`src/rtl/bridge_ahb_slave_if.sv`:
```
// AHB-Lite slave front end of the AHB2APB bridge: qualify, decode, track bursts, ERROR response.
// Optional BURST_WRAP_EN: WRAP4/8/16 bursts wrap INC_ADDR at the burst boundary.
module bridge_ahb_slave_if #(
  parameter int WIDTH      = 32,
  parameter int SLAVES     = 4,
  parameter int REGION_LSB = 12
) (
  input  logic             HCLK,
  input  logic             HRESETn,
  input  logic             HSEL,
  input  logic [WIDTH-1:0] HADDR,
  input  logic [1:0]       HTRANS,
  input  logic             HWRITE,
  input  logic [2:0]       HSIZE,
  input  logic [2:0]       HBURST,
  input  logic             HREADY_IN,
  input  logic             HREADY_APB,
  output logic             valid,
  output logic [WIDTH-1:0] HADDR_REG_D1,
  output logic [WIDTH-1:0] HADDR_REG_D2,
  output logic [WIDTH-1:0] HADDR_REG_D3,
  output logic [WIDTH-1:0] INC_ADDR,
  output logic             flag_timer,
  output logic             flag_interruptc,
  output logic             flag_remap_pause_controller,
  output logic             flag_slave4,
  output logic             HREADY,
  output logic             HRESP
);

  typedef enum logic [1:0] {
    S_OK,
    S_ERR1,
    S_ERR2
  } err_e;

  err_e st_q, st_d;

  logic [WIDTH-1:0]  d1_q, d1_d;
  logic [WIDTH-1:0]  d2_q, d3_q;
  logic [WIDTH-1:0]  inc_q, inc_d;
  logic [SLAVES-1:0] flag_q, flag_d;

  logic             qual;
  logic             bad;
  logic             ill;
  logic             acc;
  logic             hw_unused;
  logic [3:0]       region;
  logic [WIDTH-1:0] step;
  logic [WIDTH-1:0] base;
  logic [WIDTH-1:0] nxt;

  assign hw_unused = HWRITE;
  assign region    = HADDR[REGION_LSB+3:REGION_LSB];
  assign step      = WIDTH'(1) << HSIZE;
  assign qual      = HSEL & HREADY_IN & HTRANS[1];

  assign bad = (HSIZE > 3'b010)
             | (|(HADDR & (step - WIDTH'(1))))
             | (int'(region) >= SLAVES);

  // ERR1 stalls the master, so nothing presented then is looked at.
  assign ill   = qual & bad & (st_q != S_ERR1);
  assign acc   = qual & ~bad & (st_q != S_ERR1);
  assign valid = acc;

  // SEQ beats off the predicted address re-sync to HADDR.
  always_comb begin
    base = HADDR;
    if (HTRANS == 2'b11 && HADDR == inc_q) begin
      base = inc_q;
    end
  end

`ifdef BURST_WRAP_EN
  logic [WIDTH-1:0] mask;
  logic             wrap;

  always_comb begin
    mask = '0;
    wrap = 1'b0;
    unique case (1'b1)
      (HBURST == 3'b010): begin
        wrap = 1'b1;
        mask = (step << 2) - WIDTH'(1);
      end
      (HBURST == 3'b100): begin
        wrap = 1'b1;
        mask = (step << 3) - WIDTH'(1);
      end
      (HBURST == 3'b110): begin
        wrap = 1'b1;
        mask = (step << 4) - WIDTH'(1);
      end
      default: begin
        wrap = 1'b0;
      end
    endcase
    nxt = base + step;
    if (wrap) begin
      nxt = (base & ~mask) | ((base + step) & mask);
    end
  end
`else
  logic [2:0] hb_unused;
  assign hb_unused = HBURST;
  assign nxt       = base + step;
`endif

  always_comb begin
    st_d   = st_q;
    HREADY = HREADY_APB;
    HRESP  = 1'b0;
    unique case (st_q)
      S_OK: begin
        if (ill) st_d = S_ERR1;
      end
      S_ERR1: begin
        st_d   = S_ERR2;
        HREADY = 1'b0;
        HRESP  = 1'b1;
      end
      S_ERR2: begin
        st_d   = ill ? S_ERR1 : S_OK;
        HREADY = 1'b1;
        HRESP  = 1'b1;
      end
      default: begin
        st_d = S_OK;
      end
    endcase
  end

  always_comb begin
    d1_d   = d1_q;
    inc_d  = inc_q;
    flag_d = flag_q;
    if (ill) begin
      flag_d = '0;
    end else if (acc) begin
      d1_d  = HADDR;
      inc_d = nxt;
      for (int i = 0; i < SLAVES; i++) begin
        flag_d[i] = (int'(region) == i);
      end
    end
  end

  always_ff @(posedge HCLK or negedge HRESETn) begin
    if (!HRESETn) begin
      st_q   <= S_OK;
      d1_q   <= '0;
      d2_q   <= '0;
      d3_q   <= '0;
      inc_q  <= '0;
      flag_q <= '0;
    end else begin
      st_q   <= st_d;
      d1_q   <= d1_d;
      inc_q  <= inc_d;
      flag_q <= flag_d;
      if (HREADY_IN) begin
        d2_q <= d1_q;
        d3_q <= d2_q;
      end
    end
  end

  assign HADDR_REG_D1 = d1_q;
  assign HADDR_REG_D2 = d2_q;
  assign HADDR_REG_D3 = d3_q;
  assign INC_ADDR     = inc_q;

  assign flag_timer                  = flag_q[0];
  assign flag_interruptc             = flag_q[1];
  assign flag_remap_pause_controller = flag_q[2];
  assign flag_slave4                 = flag_q[3];

endmodule
```
`config.mk`:
```
export PLATFORM = sky130hd
export DESIGN_NAME = bridge_ahb_slave_if
export DESIGN_NICKNAME = d
export VERILOG_FILES = /design/src/rtl/bridge_ahb_slave_if.sv
export SDC_FILE = /design/constraint.sdc
export NUM_CORES = 1
export LEC_CHECK = 0
export BUFFER_PORTS_ARGS = -buffer_cell sky130_fd_sc_hd__buf_2
export CAP_MARGIN = 20
export CELL_PAD_IN_SITES_DETAIL_PLACEMENT = 0
export CELL_PAD_IN_SITES_GLOBAL_PLACEMENT = 1
export CORE_MARGIN = 2
export CORE_UTILIZATION = 42
export DETAILED_ROUTE_END_ITERATION = 10
export PLACE_DENSITY_LB_ADDON = 0.1
export SYNTH_ARGS = -nofsm -noshare
export SYNTH_HDL_FRONTEND = slang
export SYNTH_SLANG_ARGS = --single-unit
```
`constraint.sdc`:
```
create_clock -name HCLK -period 3.6 [get_ports HCLK]
set_input_delay 0 -clock HCLK [delete_from_list [all_inputs] [get_ports HCLK]]
set_output_delay 0 -clock HCLK [all_outputs]
set_load 0.05 [all_outputs]
```
==> results of run 1 <==
[worst reg2reg max path: stages (launching register included)]
cell      delay (ns)
dfrtp_1         0.38
inv_1           0.09
ha_1            0.19
nand4b_1        0.31
or2_4           0.33
inv_2           0.54
nand2_1         0.17
nand2_1         0.10
[cells in the mapped netlist, types with 2 or more instances]
cell type	n
a21o_1	4
a21oi_1	8
and2_1	3
and3_1	3
buf_4	4
buf_6	6
clkbuf_1	20
dfrtp_1	134
ha_1	15
inv_1	13
mux2_2	66
nand2_1	89
nand3_1	4
nor2_1	64
nor3_1	2
o2111ai_1	2
o211ai_1	3
o21a_1	2
o21ai_0	4
o21ai_1	14
o21ai_2	4
o21bai_1	2
or2_2	2
xnor2_1	6
xor2_1	6
[worst paths after layout]
check,startpoint,to,slack (ns),depth (start not counted)
max in group asynchronous,HRESETn,HADDR_REG_D2[19],2.34,3
min,HTRANS[1],flag_q[0],0.04,3
min in group asynchronous,HRESETn,HADDR_REG_D2[2],0.28,2
min reg2reg,INC_ADDR[30],INC_ADDR[30],0.47,2
max,st_q[1],valid,0.94,6
max reg2reg,st_q[1],INC_ADDR[16],1.41,7
[layout make-up]
class	instances	area share
repair buffers	211	0.164
flip-flops and latches	134	0.445
clock buffers	23	0.0621
multi-input cells	322	0.283
well taps	176	0.0292
inverters	14	0.00698
clock inverters	8	0.00997
[sequential cells by signal, summed over array words and instances (netlist names)]
name,flops
st_q,2
HADDR_REG_D2,32
HADDR_REG_D3,32
flag_q,4
INC_ADDR,32
HADDR_REG_D1,32
[cells by family (layout without fill, tap and decap cells)]
| group | count (synthesis) | in the layout |
|---|---|---|
| simple gates | 177 | 177 |
| flops | 134 | 134 |
| mux | 67 | 67 |
| compound gates | 50 | 50 |
| buf+inv | 45 | 256 |
| fa+ha+maj | 16 | 16 |
| xor+xnor | 12 | 12 |
[stage by stage]
step                instance area, um2  cells
CTS                               7530    888
global route                      7530    888
global placement                  6670    825
finish                            7530    888
floorplan                         5710    501
detailed placement                6670    825
[cell usage in the layout (no fill, tap or decap), types with 3 or more instances in the layout]
master	n
a21o_1	4
a21oi_1	8
and2_1	3
and3_1	3
buf_2	174
buf_4	4
clkbuf_1	4
clkbuf_16	17
clkinv_2	4
dfrtp_1	134
dlygate4sd3_1	32
ha_1	15
inv_1	13
mux2_2	66
nand2_1	89
nand3_1	4
nor2_1	64
o211ai_1	3
o21ai_0	4
o21ai_1	14
o21ai_2	4
xnor2_1	6
xor2_1	6
[power by group through the flow]
stage          combinational, mW  sequential (mW)  clock (mW)
3_5_place_dp               0.749             1.69           0
3_3_place_gp               0.741             1.68           0
5_1_grt                    0.821             1.67        1.70
2_1_floorplan              0.246             1.98           0
6_report                   0.769             1.66        1.59
4_1_cts                    0.777             1.66        1.63
[layer usage]
metal | track usage | part of all wire | vias to the layer above
li1 | - | - | 2056
met1 | 0.246 | 0.46 | 2060
met2 | 0.293 | 0.46 | 121
met3 | 0.0594 | 0.061 | 21
met4 | 0.0807 | 0.021 | 0
met5 | 0 | 0 | -
==> results.toml, run 1 <==
[run_status]
outcome = "complete, no violations"

[critical_path]
critPathSlowestCell = "inv_2"
max_stage_delay_ns = 0.54
setup.worst_path.class = "reg2out"
cp_num_buf_inv = 3
path_max_fanout = 40
arrival_ns = 2.66
start_kind = "flip-flop"
crit_required_ns = 3.60
crit_family = "buffers and inverters"
path_cells = "inv_1 > ha_1 > nand4b_1 > or2_4 > inv_2 > buf_2"
end_kind = "primary output"

[clock_network]
clk-insertion-delay-late_ns = 0.41
cts_htree_levels = 4
cts_setup_buffers = 0
clock_path_buffers = 2
cts_sinks = 134
clk_pin_slew_ns = 0.05
cts_tree = "done"
cts_made_buffers = 17
cts_hold_buffers = 32
cts-root-buf = "clkbuf_16"
cts_resized = 0

[hold_path]
hold_class = "in2reg"

[global_routing]
grt_pass1_wl_um = 21300
grt_max_degree = 104
grt_overflow_total = 0
gr-usage-all-layers = 0.189
first_global_vias = 4197
antenna_found_initial = 0

[layout]
antenna_cells = 0
area_growth_pct = 31.8
nets = 762
final_util = 0.569
multiInputGateArea_um2 = 2130
num-fill-cells = 1207
drive_above_1_share = 0.399
regArea_um2 = 3350

[route]
vias = 4258
ant_nets = 0
wl_per_cell_um = 14.7
drcViolationCount = 0
drt-total-wl_um = 13100
via_per_inst = 4.80
drt_iter0_markers = 195
firstDrtPassIters = 4

[power_and_ir_drop]
irDropWorstVdd_mv = 0.333
combPwrFrac = 0.191
p_leak_nw = 4.31
total_power_mw = 4.02
power_frac_seq = 0.413
switching_share = 0.303
p_switching_mw = 1.22
power_density_nw_per_um2 = 534
p_int_mw = 2.80
p_clk_frac = 0.396

[timing]
worst_pin_slew_ns = 0.911
fin_skew_ns = 0.00766
hold_viol = 0
fmax_mhz = 377
slew_headroom = 0.393
final.setup.worst_slack_ns = 0.945
final.period_utilization = 0.738
hold-worst-slack_ns = 0.0445
rsz0062_at_grt = "no"
slew_violations = 0
fin_crit_ns = 2.66
finalSetupTns_ns = 0
finalSetupViolCount = 0

[yosys]
synthesis.area_um2 = 5710
synth_top_cell_by_area = "dfrtp_1"
synth-edff-count = 0
synth_fa_ha_area_frac = 0.0363
synth_seq_cells = 134
syn_inst = 501
synth-compound-area-share = 0.0589
synth-main-ff-cell = "dfrtp_1"
synth_top_family_by_area = "multiplexers"
synth_xor_area_frac = 0.0184
syn_nets = 563
synthSimpleGateAreaFrac = 0.127
yosysSeqAreaShare = 0.587
syn_area_per_cell_um2 = 11.4
synth.top_cell.area_share = 0.587
synth_area_leaders = "dfrtp_1 59%, mux2_2 13%, nand2_1 5.8%, nor2_1 4.2%, ha_1 3.3%"
synth_cell_types = 46
ys_warn_count = 0
synthMuxAreaShare = 0.132
ys_async_sr_fraction = 1.00

[floorplanning]
io_pins = 181
die-width_um = 121
num_rows = 42
dieArea_um2 = 14600
coreArea_um2 = 13200
initial_core_util = 0.432
die_h_um = 121

[placed_design]
pre_cts_ws_ns = 1.14
portBuffers = 175
dp_hpwl_um = 8970
gp_congestion = 0.827

[run]
cap_viol_max_count = 0
Power figures use the tool's default switching activity.
==> run 2: changes to the inputs <==
--- a/config.mk
+++ b/config.mk
@@ -10,7 +10,7 @@
 export CELL_PAD_IN_SITES_DETAIL_PLACEMENT = 0
 export CELL_PAD_IN_SITES_GLOBAL_PLACEMENT = 1
 export CORE_MARGIN = 2
-export CORE_UTILIZATION = 42
+export CORE_UTILIZATION = 39
 export DETAILED_ROUTE_END_ITERATION = 10
 export PLACE_DENSITY_LB_ADDON = 0.1
 export SYNTH_ARGS = -nofsm -noshare
==> constraint.sdc (replaced) <==
create_clock -name HCLK -period 2.7 [get_ports HCLK]
set_input_delay 0 -clock HCLK [delete_from_list [all_inputs] [get_ports HCLK]]
set_output_delay 0 -clock HCLK [all_outputs]
set_load 0.05 [all_outputs]
==> results.toml, run 2 (synthesis results as in run 1) <==
[run_status]
outcome = "complete, no violations"

[route]
route.met3.wl_um = 657
drt-total-wl_um = 13400
top_layer = "met4"
ant_nets = 0
wl_per_cell_um = 14.9
drcViolationCount = 0
drt_iter0_markers = 170
route.met2.wl_um = 6260
via_per_inst = 4.71
firstDrtPassIters = 5
wl_met1_um = 6300
vias = 4235

[layout]
final_cells = 900
drive_above_1_share = 0.405
antenna_cells = 0
final_common_cell = "buf_2"
final_util = 0.536
area_growth_pct = 35.2
nets = 765
layout_common_cells = "174 x buf_2, 134 x dfrtp_1, 89 x nand2_1"

[timing]
final.setup.worst_slack_ns = 0.403
fmax_mhz = 435
finalSetupTns_ns = 0
worst_pin_slew_ns = 0.841
hold_viol = 0
fin_crit_ns = 2.30
slew_violations = 0
slew_headroom = 0.439
rsz0062_at_grt = "no"
final.period_utilization = 0.851
fin_skew_ns = 0.00718
finalSetupViolCount = 0

[global_routing]
grt_overflow_total = 0
first_global_vias = 4172
grt_pass1_wl_um = 22100
grt_max_degree = 84
antenna_found_initial = 0
gr-usage-all-layers = 0.179

[clock_network]
clk-insertion-delay-late_ns = 0.41
cts_sinks = 134
cts_tree = "done"
clock_path_buffers = 2
cts-root-buf = "clkbuf_16"
cts_htree_levels = 4
cts_setup_buffers = 0
clk_pin_slew_ns = 0.06
cts_made_buffers = 17

[placed_design]
portBuffers = 175
dp_hpwl_um = 9470
dp_cells = 836
gp_congestion = 0.841
pre_cts_ws_ns = 0.436

[floorplanning]
num_rows = 44
die-width_um = 125
die_h_um = 125
dieArea_um2 = 15600
initial_core_util = 0.396
coreArea_um2 = 14400
io_pins = 181

[critical_path]
max_stage_delay_ns = 0.41
critPathSlowestCell = "or2_4"
crit_required_ns = 2.70
path_max_fanout = 16
setup.worst_path.class = "reg2out"
path_cells = "inv_1 > ha_1 > nand4b_1 > or2_4 > inv_2 > buf_2"
end_kind = "primary output"
arrival_ns = 2.30
startpoint = "st_q[1]"
start_kind = "flip-flop"
cp_num_buf_inv = 3
crit_family = "simple AND/OR/NAND/NOR gates"
reg2regPathDepth = 8
worst-path-stages = 6
r2r-start = "st_q[1]"

[power_and_ir_drop]
power_density_nw_per_um2 = 768
p_leak_nw = 4.40
irDropWorstVdd_mv = 0.465
total_power_mw = 5.93

[hold_path]
min_path_cells = 3
hold_class = "in2reg"
min_from = "HTRANS[1]"

[run]
cap_viol_max_count = 0
==> run 2: cell count changes in the layout (fill, tap and decap cells not counted) <==
cell / previous run / this run
bufinv_16: 1 / 6
buf_4: 4 / 6
clkinv_4: 1 / 2
inv_8: 0 / 1
clkbuf_8: 2 / 3
buf_12: 0 / 1
clkbuf_1: 4 / 2
inv_6: 1 / 0
clkinv_2: 4 / 0
==> run 2: worst min-delay path, delay by kind of cell <==
family | cells | cell delay (ns)
buffers and inverters | 1 | 0.10
AOI/OAI and AO/OA | 1 | 0.11
and+or+nand+nor | 1 | 0.20
==> run 2: final cells by class <==
cell class	count	area, um2
inverters	14	52.6
clock inverters	10	216
clock buffers	22	474
well taps	184	230
flip-flops and latches	134	3350
fillers	1347	6700
multi-input cells	322	2130
repair buffers	214	1270
==> run 2: path summary, 6_finish.rpt <==
| kind | end | slack, ns |
|---|---|---|
| worst max register to register | INC_ADDR[30] | 0.62 |
| min in group asynchronous | HADDR_REG_D2[6] | 0.19 |
| worst min-delay path | flag_q[0] | 0.04 |
| max in group asynchronous | HADDR_REG_D2[9] | 1.60 |
| worst min register to register | INC_ADDR[30] | 0.46 |
| worst max-delay path | valid | 0.40 |
==> run 2: per-stage QoR <==
step,cell area (um2),hold slack (ns)
6_report,7720,0.0444
5_1_grt,7720,0.0684
4_1_cts,7720,0.0245
3_5_place_dp,6710,0.114
3_3_place_gp,6710,0.0976
2_1_floorplan,5710,-0.296
==> run 2: report_power, final <==
part / internal, mW / switching, mW / total [mW]
clock network: 1.82 / 0.863 / 2.68
logic: 0.298 / 0.741 / 1.04
registers: 2.13 / 0.0796 / 2.21
==> run 2: routing by layer <==
layer	up-vias	GRT usage
li1	2063	-
met1	2039	0.242
met2	118	0.283
met3	15	0.0441
met4	0	0.0667
met5	-	0
==> run 2: what timing repair did <==
item,CTS,global route
resized for setup,0,0
hold endpoints to repair,139,0
hold buffers,32,0
==> run 3: changes to the inputs <==
--- a/config.mk
+++ b/config.mk
@@ -10,7 +10,7 @@
 export CELL_PAD_IN_SITES_DETAIL_PLACEMENT = 0
 export CELL_PAD_IN_SITES_GLOBAL_PLACEMENT = 1
 export CORE_MARGIN = 2
-export CORE_UTILIZATION = 39
+export CORE_UTILIZATION = 35
 export DETAILED_ROUTE_END_ITERATION = 10
 export PLACE_DENSITY_LB_ADDON = 0.1
 export SYNTH_ARGS = -nofsm -noshare
==> constraint.sdc (replaced) <==
create_clock -name HCLK -period 2 [get_ports HCLK]
set_input_delay 0 -clock HCLK [delete_from_list [all_inputs] [get_ports HCLK]]
set_output_delay 0 -clock HCLK [all_outputs]
set_load 0.05 [all_outputs]
==> results.toml, run 3 (synthesis results as in run 1) <==
[run_status]
outcome = "complete, no violations"

[floorplanning]
initial_core_util = 0.358
die-width_um = 132
coreArea_um2 = 15900
num_rows = 46
io_pins = 181
die_h_um = 132
dieArea_um2 = 17400

[layout]
area_growth_pct = 38.5
num-fill-cells = 1498
layout_common_cells = "173 x buf_2, 134 x dfrtp_1, 89 x nand2_1"
fin_area_um2 = 7910
nets = 780
final_common_cell = "buf_2"
final_cells = 947
antenna_cells = 0
drive_above_1_share = 0.427
regArea_um2 = 3350
multiInputGateArea_um2 = 2150
final_util = 0.496

[critical_path]
crit_family = "buffers and inverters"
path_max_fanout = 3
path_cells = "dlygate4sd3_1 > buf_2 > ha_1 > inv_1 > fa_1 > nor2b_2 > o2111ai_2 > a21oi_2 > o211ai_1 > xor2_1 > o21ai_1"
end_kind = "flip-flop"
arrival_ns = 2.23
crit_required_ns = 2.34
setup.worst_path.class = "in2reg"
cp_num_buf_inv = 3
start_kind = "input port"
max_stage_delay_ns = 0.54
critPathSlowestCell = "dlygate4sd3_1"

[timing]
hold_viol = 0
worst_pin_slew_ns = 0.642
slew_headroom = 0.572
final.setup.worst_slack_ns = 0.114
finalSetupViolCount = 0
fin_skew_ns = 0.00508
slew_violations = 0
final.period_utilization = 0.943
fmax_mhz = 530
hold-worst-slack_ns = 0.101
fin_crit_ns = 1.89
finalSetupTns_ns = 0

[clock_network]
cts_made_buffers = 17
clk_pin_slew_ns = 0.06
cts_tree = "done"
clock_path_buffers = 2
cts_htree_levels = 4
cts_sinks = 134
clk-insertion-delay-late_ns = 0.41
cts-root-buf = "clkbuf_16"

[power_and_ir_drop]
p_leak_nw = 4.46
irDropWorstVdd_mv = 0.584
total_power_mw = 7.82
power_density_nw_per_um2 = 989

[placed_design]
dp_hpwl_um = 10200
dp_cells = 882
pre_cts_ws_ns = -0.0921
gp_congestion = 0.790
placed_cell_area_um2 = 6910
portBuffers = 175

[route]
via_per_inst = 4.55
ant_nets = 0
wl_per_cell_um = 15.0
vias = 4313
drt-total-wl_um = 14200
drcViolationCount = 0
drt_iter0_markers = 148
firstDrtPassIters = 4

[global_routing]
grt_overflow_total = 0
antenna_found_initial = 0
grt_pass1_wl_um = 23800
gr-usage-all-layers = 0.173
grt_max_degree = 67
first_global_vias = 4468

[hold_path]
hold_class = "in2reg"

[run]
cap_viol_max_count = 0
-- run 3: changes by cell type in the layout (fill, tap and decap cells not counted), moves of 2 or more --
cell and delta:
o2111ai_1 -2, bufinv_16 -2, buf_4 +12, inv_6 +2, clkinvlp_4 +2, o2111ai_2 +2
clkbuf_1 -2, buf_12 +4
-- run 3: worst paths after layout --
check                                        end  depth (start not counted)  slack [ns]   startpoint
worst max-delay path                INC_ADDR[10]                         11        0.11     HADDR[0]
worst min-delay path                   flag_q[0]                          4        0.10    HTRANS[1]
worst max register to register  HADDR_REG_D1[23]                          8        0.16      st_q[1]
worst min register to register       INC_ADDR[0]                          2        0.47  INC_ADDR[0]
max in group asynchronous       HADDR_REG_D1[31]                          3        1.12      HRESETn
min in group asynchronous        HADDR_REG_D2[6]                          2        0.15      HRESETn
-- run 3: repair_timing --
item | CTS | global route
setup buffers | 2 | 1
pin swaps | 1 | 1
setup endpoints to repair | 1 | 7
hold buffers | 31 | 0
resized for setup | 2 | 6
hold endpoints to repair | 120 | 0
-- run 3: layer usage --
| metal | vias up | track usage | part of all wire |
|---|---|---|---|
| met4 | 0 | 0.0640 | 0.017 |
| li1 | 2087 | - | - |
| met3 | 21 | 0.0458 | 0.052 |
| met2 | 127 | 0.271 | 0.46 |
| met1 | 2078 | 0.231 | 0.47 |
| met5 | - | 0 | 0 |
-- run 3: layout make-up --
| type | count | share of cell area |
|---|---|---|
| clock buffer | 19 | 0.0572 |
| clock inverter | 13 | 0.0245 |
| inverter | 14 | 0.00696 |
| multi-input combinational | 322 | 0.272 |
| sequential | 134 | 0.424 |
| tap | 216 | 0.0342 |
| timing repair buffer | 229 | 0.182 |
-- run 3: power by group --
group	total [mW]	switching, mW	leakage [nW]	internal (mW)
Combinational	1.45	1.01	2.30	0.435
Sequential	2.98	0.106	1.85	2.88
Clock	3.39	1.22	0.308	2.17
-- run 3: tightest hold or removal path: stages --
cell      delay, ns
buf_2          0.10
nand4b_1       0.14
buf_4          0.16
o41ai_1        0.07
